[src/rtl/irq_ctl_multi.sv]
// irq_ctl_multi: multi-source interrupt controller for the CPU I/O bus.
// Up to 16 sources, each with its own enable and edge/level mode, software
// set/clear of pending bits, and a lowest-index-first priority vector.
// Optional build macro: IRQ_CTL_MULTI_SYNC_EN inserts a 2-flop synchroniser
// per source ahead of edge detection (adds 2 cycles of input latency).
//
// Bus handshake: a register write is a single-cycle wr pulse with addr/din
// valid in that cycle; reads are combinational from addr, no strobe.
module irq_ctl_multi #(
    parameter int NUM_IRQ = 15,
    parameter int DATA_W  = 16,
    parameter int IDX_W   = 4
) (
    input  logic               clk,
    input  logic               nreset,
    input  logic [NUM_IRQ-1:0] irqs_in,
    input  logic               wr,
    input  logic [1:0]         addr,
    input  logic [DATA_W-1:0]  din,
    output logic [DATA_W-1:0]  dout,
    output logic               irq_assert
);

    localparam logic [1:0] A_PENDING = 2'd0;
    localparam logic [1:0] A_ENABLE  = 2'd1;
    localparam logic [1:0] A_MODE    = 2'd2;
    localparam logic [1:0] A_VECTOR  = 2'd3;

    logic [NUM_IRQ-1:0] r_pending;
    logic [NUM_IRQ-1:0] r_enable;
    logic [NUM_IRQ-1:0] r_mode;
    logic [NUM_IRQ-1:0] r_prev;
    logic               r_irq;

    logic [NUM_IRQ-1:0] w_s;
    logic [NUM_IRQ-1:0] w_edge;
    logic [NUM_IRQ-1:0] w_hw_set;
    logic [NUM_IRQ-1:0] w_sw_set;
    logic [NUM_IRQ-1:0] w_clr;
    logic [NUM_IRQ-1:0] w_din;
    logic [NUM_IRQ-1:0] w_active;
    logic               w_valid;
    logic [IDX_W-1:0]   w_idx;
    logic [DATA_W-1:0]  w_vector;
    logic               w_unused_din;

`ifdef IRQ_CTL_MULTI_SYNC_EN
    logic [NUM_IRQ-1:0] r_sync1;
    logic [NUM_IRQ-1:0] r_sync2;

    // Two-flop synchroniser for sources outside the clk domain.
    always_ff @(posedge clk) begin
        if (!nreset) begin
            r_sync1 <= '0;
            r_sync2 <= '0;
        end else begin
            r_sync1 <= irqs_in;
            r_sync2 <= r_sync1;
        end
    end

    assign w_s = r_sync2;
`else
    assign w_s = irqs_in;
`endif

    // Bits of din above NUM_IRQ have no register behind them.
    assign w_din        = din[NUM_IRQ-1:0];
    assign w_unused_din = ^din;

    assign w_edge   = w_s & ~r_prev;
    assign w_hw_set = (r_mode & w_edge) | (~r_mode & w_s);
    assign w_sw_set = (wr && addr == A_VECTOR)  ? w_din : '0;
    assign w_clr    = (wr && addr == A_PENDING) ? w_din : '0;
    assign w_active = r_pending & r_enable;

    // Register state: prev/pending every cycle, enable/mode on writes.
    // Sets are OR-ed in after the clear so a same-cycle set always wins.
    always_ff @(posedge clk) begin
        if (!nreset) begin
            r_pending <= '0;
            r_enable  <= '0;
            r_mode    <= '1;
            r_prev    <= w_s;
            r_irq     <= 1'b0;
        end else begin
            r_prev    <= w_s;
            r_pending <= (r_pending & ~w_clr) | w_hw_set | w_sw_set;
            r_irq     <= |w_active;
            if (wr && addr == A_ENABLE) begin
                r_enable <= w_din;
            end
            if (wr && addr == A_MODE) begin
                r_mode <= w_din;
            end
        end
    end

    // Priority encoder: scanning high to low leaves the lowest active index.
    always_comb begin
        w_valid = 1'b0;
        w_idx   = '0;
        for (int i = NUM_IRQ - 1; i >= 0; i--) begin
            if (w_active[i]) begin
                w_valid = 1'b1;
                w_idx   = IDX_W'(i);
            end
        end
    end

    // Vector word: valid flag in the top bit, index in the low bits.
    always_comb begin
        w_vector               = '0;
        w_vector[DATA_W-1]     = w_valid;
        w_vector[IDX_W-1:0]    = w_valid ? w_idx : '0;
    end

    // Read mux; unimplemented upper bits are zero-extended.
    always_comb begin
        dout = '0;
        case (addr)
            A_PENDING: dout = DATA_W'(r_pending);
            A_ENABLE:  dout = DATA_W'(r_enable);
            A_MODE:    dout = DATA_W'(r_mode);
            A_VECTOR:  dout = w_vector;
            default:   dout = '0;
        endcase
    end

    assign irq_assert = r_irq;

endmodule

[config.mk]
export PLATFORM = sky130hd
export DESIGN_NAME = irq_ctl_multi
export DESIGN_NICKNAME = d
export VERILOG_FILES = /design/src/rtl/irq_ctl_multi.sv
export SDC_FILE = /design/constraint.sdc
export NUM_CORES = 1
export LEC_CHECK = 0
export CAP_MARGIN = 15
export CORE_MARGIN = 4
export CORE_UTILIZATION = 35
export DETAILED_ROUTE_END_ITERATION = 10
export HOLD_SLACK_MARGIN = 0.12
export RECOVER_POWER = 100
export SLEW_MARGIN = 30
export SYNTH_ARGS = -nofsm -noshare
export SYNTH_HDL_FRONTEND = slang
export SYNTH_SLANG_ARGS = --single-unit
[constraint.sdc]
create_clock -name clk -period 4.5 [get_ports clk]
set_input_delay 1.35 -clock clk [delete_from_list [all_inputs] [get_ports clk]]
set_output_delay 1.35 -clock clk [all_outputs]
set_load 0.02 [all_outputs]
# ---- Word level (Yosys, flattened, before mapping)
# Cells that the tools add are included.
dict set report totals {
  wordCells 59
  input_bits 36
  out_inout_bits 17
  ff_bits 61
}
dict set report op_classes {
  n_bitwise 11
  n_eq_ne 3
  n_reduce_logical 6
  n_mux 34
}
# op n
set op_table {}
lappend op_table {{AND 15 bit} 5}
lappend op_table {{2-to-1 mux 4 bit} 16}
lappend op_table {{case mux 16 bit (4 select lines)} 1}
lappend op_table {{inverter 15 bit} 3}
lappend op_table {{OR 15 bit} 3}
lappend op_table {{2-to-1 mux 15 bit} 2}
lappend op_table {{2-to-1 mux 1 bit} 15}
lappend op_table {{OR reduction 15 bit} 1}
lappend op_table {{equality test 2 bit, second input constant} 2}
lappend op_table {{logical AND 1 bit} 4}
lappend op_table {{equality test 2 x 1 -> 1 bit, second input constant} 1}
lappend op_table {{logical NOT 2 bit} 1}

# ---- Longest topological paths before layout
# Gate-level depths: netlist of run 1.
dict set report depth {
  word_depth 18
  ltp_mapped 7
  ltp_nobuf 4
}

# ---- Least setup slack after synthesis of run 1
# Ideal clock, no wire load.
dict set report synth_timing {
  path_type {in2out}
  start {input addr[1]}
  end {output dout[0]}
  path_buffers 1
  t_required_ps 3150
  arrival_ps 2503
  stages 4
  path_slack_ps 647
  cell_sequence {buf_1 nor3_1 a221o_1 o31ai_1}
}
dict set report synth_via {
  elab_chain_len 2
  word_cells_on_any_way 5
  cone_classes {3 x eq/ne; 1 x mux; 1 x reduce/logical}
}
# item line_no
set synth_lines {}
lappend synth_lines {{start: declaration} 18} ;# input logic [1:0] addr,
lappend synth_lines {{equality test 2 bit (tied with other cells)} 121} ;# case (addr)
lappend synth_lines {{case mux 16 bit (4 select lines) *} 121}
lappend synth_lines {{end: declaration} 20} ;# output logic [DATA_W-1:0] dout,
# Mark *: on every way between the ends. The rest lies on a longest branch, timed or not.

# ---- Worst setup path after layout of run 1
dict set report layout_timing {
  start {input addr[0]}
  end {output dout[3]}
}
# The elaborated chain is that of the path after synthesis.

==> impl_metrics.toml, run 1 <==
[cells_and_area]
n_antenna_cell = 0
final_cells = 482
nets = 414
mostFrequentLayoutCell = "nand2_1"
fin_area_um2 = 3552
final_cell_mix = "nand2_1, dfxtp_1, clkdlybuf4s50_1"
syn2layout_area_growth_pct = 31.80
layout-drive-gt1-share = 0.08355

[detailed_routing]
avgRoutedWirePerCell_um = 15.20
vias_per_cell = 5.166
drc = 0
routedLengthMet1_mm = 3.516
wl_met3_um = 504
via_count = 2490
antenna_left = 0
top_layer_used = "met4"
drtPass1Iterations = 5
dr.first_iter.drc_count = 240
routed-wl-met2_mm = 3.249
drt-total-wl_mm = 7.327

[yosys]
synth_top_area_share = 0.4531
muxShareOfSynthArea = 0.06035
synth.distinct_cells = 35
synth_largest_area_cell = "dfxtp_1"
avgSynthCellArea_um2 = 8.318
yosys.area_share.adder = 0
yosys.area_share.xor_xnor = 0
synth_area_leaders = "dfxtp_1, nand2_1, a222oi_1"
synth_nets = 360
ys_seq_area_frac = 0.4531
syn-cell-area_um2 = 2695
synth_top_family_by_area = "simple AND/OR/NAND/NOR gates"
synth_simple_gate_area_share = 0.2535
ys_seq_elements = 61
ys_warn_count = 0
syn-instance-count = 324
synth_compound_area_frac = 0.1978

[cts]
numCtsBuffers = 9
cts_tree = "yes"
root_buffer = "clkbuf_8"
path_clk_slew_ns = 0.07
clk_latency_ns = 0.34
htree_levels = 3
cts_setup_buffers = 0
clock_sinks = 61
cts.path.max_buffers = 2
cts_hold_buf = 0

[sta]
tns_ns = 0
setup_viol = 0
fmax_mhz = 225.5
timing_hold_violations_final = 0
layout_min_cycle_time_ns = 4.434
finalMaxSlewViolations = 47
skew_ns = 0.005797
tightest_slew_ns = 1.857
fin_crit_sh = 0.9853
rsz0062_at_grt = "true"
slew_headroom = -0.2377

[grt]
grt_pass1_wl_mm = 11.84
grt_pass1_vias = 2247
grt_antenna_before_repair = 0
grt_max_degree = 47
overflow = 0
grt_use_total = 0.1699

[place]
place_area_um2 = 3332
gp_congestion = 0.8508
place_hpwl_mm = 5.101
io_buffers = 51
placed_cells = 466

[critical_path]
critPathArrivalTime_ns = 3.08
path_class = "in2out"
r2r-end = "irq_assert"
startpoint = "addr[0]"
cp-start-kind = "primary input"
critPathMaxFanout = 8
worst_setup_path_end_kind = "output pin"
r2r_start = "r_pending[14]"
r2r_cells = 3
reg2reg_slack_ns = 3.18
worst_ep_required_time_ns = 3.15
setup.worst_path.end = "dout[3]"

[die]
die_w_um = 95.75
num_rows = 31
dieArea_um2 = 9168
initial_core_util = 0.3657
core-area_um2 = 7370
io_pins = 53
die_h_um = 95.75

[flow_run]
max-cap-violations = 1

[run_status]
status = "complete, but fails checks"
failed_checks = "capacitance limit, slew limit"

[power]
ir_drop_v = 0.0001746
swShare = 0.2427
p_sw_w = 0.0003304
p_per_area_nw_per_um2 = 383.2
p_int_w = 0.001031
leakage_nw = 1.493
sequentialPowerShare = 0.440
p_clk_frac = 0.427
power_w = 0.001361
p_comb_frac = 0.133

[hold_path]
hp-class = "reg2reg"
through the flow:
stage / setup slack, ns / hold slack (ns) / utilization
4_1_cts: 0.003962 / 0.4879 / 0.4837
3_3_place_gp: -0.1418 / 0.4734 / 0.4521
3_5_place_dp: -0.1172 / 0.4784 / 0.4521
5_1_grt: -0.002845 / 0.5104 / 0.4820
6_report: 0.06593 / 0.4883 / 0.4820
2_1_floorplan: 0.6470 / 0.4582 / -
worst min path at each step:
stage	start	end	slack (ns)	cells past startpoint
finish	r_mode[13]	r_mode[13]	0.49	2
global route	r_mode[10]	r_mode[10]	0.51	2
CTS	r_mode[9]	r_mode[9]	0.49	2
detailed placement	r_mode[9]	r_mode[9]	0.48	2
global placement	r_mode[9]	r_mode[9]	0.47	2
floorplan	r_mode[3]	r_mode[3]	0.46	2
metal layers:
metal | up-vias | GRT usage
li1 | 1254 | -
met1 | 1148 | 0.2398
met2 | 81 | 0.2536
met3 | 7 | 0.05004
met4 | 0 | 0.04265
met5 | - | 0
Yosys cell counts (all sizes together):
library cell / number
a21boi: 15
a21oi: 3
a221o: 1
a222oi: 17
a22o: 2
a22oi: 6
a31o: 1
a31oi: 1
a32o: 1
and2: 4
and3: 1
buf: 9
clkbuf: 11
dfxtp: 61
inv: 2
mux2i: 14
mux4: 1
nand2: 111
nand3: 16
nand3b: 1
nand4: 1
nor2: 3
nor2b: 17
nor3: 1
nor3b: 1
o211ai: 2
o21a: 2
o21ai: 13
o221ai: 1
o311a: 1
o311ai: 1
o31ai: 2
or2: 1
cells by family (layout without fill, tap and decap cells):
kind of cell	Yosys count	count (layout)
buffers and inverters	22	81
AO/OA/AOI/OAI	69	69
flip-flops	61	61
multiplexers	15	15
AND/OR/NAND/NOR	157	157
sequential cells by signal, indices dropped and copies added (netlist names):
register and count:
irq_assert 1, r_mode 15, r_pending 15, r_prev 15, r_enable 15
worst max-delay path: stages:
cell,delay (ns)
clkdlybuf4s50_1,0.62
buf_4,0.26
mux4_2,0.31
clkdlybuf4s50_1,0.55
power groups by stage:
stage	sequential, W	clock, W	combinational [W]
detailed placement	0.000611	0	0.000193
CTS	0.000599	0.000590	0.000189
global placement	0.000610	0	0.000191
finish	0.000599	0.000581	0.000181
floorplan	0.000603	0	0.000103
global route	0.000603	0.000620	0.000200
final cells by class:
| type | count | area, um2 |
|---|---|---|
| Timing Repair Buffer | 63 | 574.3 |
| Fill cell | 716 | 3817 |
| Clock buffer | 13 | 178.9 |
| Sequential cell | 61 | 1221 |
| Clock inverter | 3 | 65.06 |
| Tap cell | 99 | 123.9 |
| Multi-Input combinational cell | 241 | 1381 |
| Inverter | 2 | 7.507 |
what timing repair did:
| item | in CTS | in global routing |
|---|---|---|
| pin swaps | 0 | 0 |
| endpoints found under the setup margin | 15 | 6 |
| gates resized for setup | 9 | 7 |
(Power assumes the default switching activity.)
==> run 2: changes to the inputs <==
- CELL_PAD_IN_SITES_DETAIL_PLACEMENT: unset -> 1
- CELL_PAD_IN_SITES_GLOBAL_PLACEMENT: unset -> 1
- CTS_CLUSTER_SIZE: unset -> 30
- PLACE_DENSITY_LB_ADDON: unset -> 0.1
==> impl_metrics.toml, run 2 (synthesis gave the netlist of run 1 again) <==
[grt]
overflow = 0
grt_max_degree = 47
grt_antenna_before_repair = 0
grt_pass1_vias = 2549
grt_pass1_wl_mm = 13.22
grt_use_total = 0.1902

[sta]
layout_min_cycle_time_ns = 4.368
skew_ns = 0.005562
slew_headroom = -0.1553
fmax_mhz = 228.9
fin_crit_sh = 0.9707
setup_viol = 0
rsz0062_at_grt = "false"
tightest_slew_ns = 1.733
finalMaxSlewViolations = 47
timing_hold_violations_final = 0

[detailed_routing]
drc = 0
dr.first_iter.drc_count = 170
vias_per_cell = 5.320
avgRoutedWirePerCell_um = 16.82
drt-total-wl_mm = 8.108
antenna_left = 0
drtPass1Iterations = 6
via_count = 2564

[flow_run]
max-cap-violations = 1

[die]
die_w_um = 95.75
io_pins = 53
die_h_um = 95.75
dieArea_um2 = 9168
initial_core_util = 0.3657
num_rows = 31
core-area_um2 = 7370

[power]
leakage_nw = 1.425
p_per_area_nw_per_um2 = 352.4
ir_drop_v = 0.0001711
power_w = 0.001232

[cts]
cts_tree = "yes"
cts.path.max_buffers = 2
cts_hold_buf = 0
path_clk_slew_ns = 0.07
htree_levels = 3
root_buffer = "clkbuf_8"
ctsResizeCount = 4
numCtsBuffers = 9
clock_sinks = 61
clk_latency_ns = 0.33
cts_setup_buffers = 0

[run_status]
failed_checks = "capacitance limit, slew limit"
status = "complete, but fails checks"

[critical_path]
critPathArrivalTime_ns = 3.02
worst_ep_required_time_ns = 3.15
cp-start-kind = "primary input"
worst_setup_path_end_kind = "output pin"
reg2reg_slack_ns = 3.20
critPathMaxFanout = 9
path_class = "in2out"

[place]
place_area_um2 = 3334
io_buffers = 51
gp_congestion = 0.7856
place_hpwl_mm = 5.804

[cells_and_area]
final_cell_mix = "nand2_1, dfxtp_1, dlygate4sd3_1"
syn2layout_area_growth_pct = 29.67
n_antenna_cell = 0
nets = 415
layout-drive-gt1-share = 0.07572
fin_area_um2 = 3495
mostFrequentLayoutCell = "nand2_1"

[hold_path]
hp-class = "reg2reg"
==> run 2: per-stage QoR <==
stage	hold WS, ns	utilization	worst slack, ns	TNS, ns	cells
6_report	0.4892	0.4742	0.1317	0	482
5_1_grt	0.5216	0.4742	0.03492	0	482
4_1_cts	0.4927	0.4759	0.04279	0	482
3_5_place_dp	0.4830	0.4525	-0.2206	-0.8947	467
3_3_place_gp	0.4762	0.4525	-0.1691	-0.8850	467
2_1_floorplan	0.4582	-	0.6470	0	324
==> run 2: power breakdown <==
part	switching [W]	internal [W]
combinational	0.0000956	0.0000911
sequential	0.0000285	0.000571
clock	0.000203	0.000242
total	0.000327	0.000904
==> run 2: final timing paths <==
check	start	cells past startpoint	to
max	addr[1]	6	dout[1]
min	r_mode[5]	2	r_mode[5]
max reg2reg	r_pending[1]	3	irq_assert
min reg2reg	r_mode[5]	2	r_mode[5]
==> run 2: area by class of cell <==
type	instances	area [um2]
Tap cell	99	123.9
Multi-Input combinational cell	241	1379
Timing Repair Buffer	64	585.6
Inverter	2	7.507
Clock inverter	1	5.005
Fill cell	902	3875
Sequential cell	61	1221
Clock buffer	14	172.7
==> run 2: layer usage <==
metal,vias up,track usage,wire [um]
met5,-,0,0
met4,0,0.07227,100
met3,9,0.05004,536
met1,1228,0.2591,3847
li1,1259,-,-
met2,68,0.2878,3623
==> run 2: worst max-delay path: stages <==
cell and delay (ns):
dlygate4sd2_1 0.36, nor2b_1 0.22, buf_4 0.20, a21oi_1 0.09, o31ai_1 0.11, clkdlybuf4s50_1 0.68
==> run 3: changes to the inputs <==
- CORE_ASPECT_RATIO: unset -> 0.8
- clock period: 4.5 -> 4.95 ns (I/O delays scaled with it)
==> impl_metrics.toml, run 3 (synthesis gave the netlist of run 1 again) <==
[detailed_routing]
drt-total-wl_mm = 7.953
via_count = 2533
vias_per_cell = 5.212
drtPass1Iterations = 5
avgRoutedWirePerCell_um = 16.36
drc = 0
antenna_left = 0
dr.first_iter.drc_count = 137

[sta]
fin_crit_sh = 0.9783
fmax_mhz = 206.5
hold_ws_ns = 0.4895
timing_hold_violations_final = 0
layout_min_cycle_time_ns = 4.843
rsz0062_at_grt = "false"
slew_headroom = -0.2498
tns_ns = 0
skew_ns = 0.007691
setup_viol = 0
tightest_slew_ns = 1.875
finalMaxSlewViolations = 47

[cts]
cts_hold_buf = 0
path_clk_slew_ns = 0.07
ctsResizeCount = 0
clock_sinks = 61
cts_setup_buffers = 0
cts_tree = "yes"
cts.path.max_buffers = 2
clk_latency_ns = 0.34
numCtsBuffers = 9
root_buffer = "clkbuf_8"
htree_levels = 3

[grt]
grt_pass1_vias = 2608
grt_antenna_before_repair = 0
grt_pass1_wl_mm = 13.23
overflow = 0
grt_use_total = 0.1852
grt_max_degree = 47

[power]
leakage_nw = 1.407
p_int_w = 0.0008484
ir_drop_v = 0.0001681
swShare = 0.2649
p_comb_frac = 0.147
sequentialPowerShare = 0.473
power_w = 0.001154
p_sw_w = 0.0003058
p_per_area_nw_per_um2 = 329.7
p_clk_frac = 0.380

[flow_run]
max-cap-violations = 1

[critical_path]
r2r_cells = 3
worst_ep_required_time_ns = 3.46
critPathArrivalTime_ns = 3.36
cp-start-kind = "primary input"
reg2reg_slack_ns = 3.68
critPathMaxFanout = 11
worst_setup_path_end_kind = "output pin"
r2r_start = "r_pending[14]"
r2r-end = "irq_assert"
path_class = "in2out"

[hold_path]
hold_start = "r_mode[5]"
hp-class = "reg2reg"
hold_path_end = "r_mode[5]"
hold_depth = 2

[cells_and_area]
layout-drive-gt1-share = 0.06562
nets = 412
syn2layout_area_growth_pct = 29.90
n_antenna_cell = 0
final_cell_mix = "nand2_1, dfxtp_1, clkdlybuf4s50_1"
mostFrequentLayoutCell = "nand2_1"

[die]
io_pins = 53
num_rows = 28
initial_core_util = 0.3629
die_h_um = 86.49
dieArea_um2 = 9177
die_w_um = 106.1
core-area_um2 = 7427

[run_status]
status = "complete, but fails checks"
failed_checks = "capacitance limit, slew limit"

[place]
gp_congestion = 0.8033
io_buffers = 51
place_hpwl_mm = 5.588
==> run 3: cell count changes in the layout (fill, tap and decap cells not counted), moves of 2 or more <==
| cell | previous run | this run |
|---|---|---|
| clkbuf_8 | 12 | 10 |
| buf_4 | 11 | 8 |
| clkdlybuf4s50_1 | 20 | 27 |
| dlygate4sd3_1 | 26 | 22 |
| dlygate4sd2_1 | 3 | 0 |
==> run 3: final cells by class <==
type | instances | area [um2]
fill | 910 | 3926
multi-input combinational | 241 | 1374
sequential | 61 | 1221
timing repair buffer | 61 | 574.3
clock buffer | 12 | 145.1
tap | 105 | 131.4
clock inverter | 4 | 47.55
inverter | 2 | 7.507
==> run 3: stage by stage <==
stage / setup WS, ns / util / instance area, um2 / std cells
after global routing: 0.02270 / 0.4714 / 3501 / 486
after detailed placement: 0.05137 / 0.4469 / 3319 / 470
after floorplan: 0.8270 / - / 2695 / 324
after global placement: 0.07274 / 0.4469 / 3319 / 470
final: 0.1075 / 0.4714 / 3501 / 486
after CTS: 0.05400 / 0.4729 / 3512 / 486
==> run 3: worst max path at each step <==
stage	start	slack (ns)	to
4_1_cts	addr[0]	0.05	dout[2]
3_5_place_dp	addr[0]	0.05	dout[2]
5_1_grt	addr[1]	0.02	dout[9]
3_3_place_gp	addr[0]	0.07	dout[0]
6_report	addr[1]	0.11	dout[9]
2_1_floorplan	addr[1]	0.83	dout[0]
==> run 3: power by group through the flow <==
stage	Combinational (W)	Clock, W	Sequential (W)
detailed placement	0.000177	0	0.000556
CTS	0.000178	0.000452	0.000545
global placement	0.000174	0	0.000555
global route	0.000188	0.000477	0.000549
finish	0.000170	0.000439	0.000546
floorplan	0.0000940	0	0.000548
==> run 3: worst max-delay path, stage by stage <==
cell             delay (ns)
clkdlybuf4s50_1        0.46
buf_4                  0.18
nor2b_1                0.19
buf_4                  0.21
nand2_1                0.06
o21ai_0                0.07
dlygate4sd3_1          0.69
==> run 3: routing by layer <==
metal	share of wire	GRT usage	up-vias
met5	0	0	-
met4	0.0091	0.06824	0
met3	0.040	0.04393	5
met2	0.44	0.2846	44
met1	0.51	0.2544	1230
li1	-	-	1254
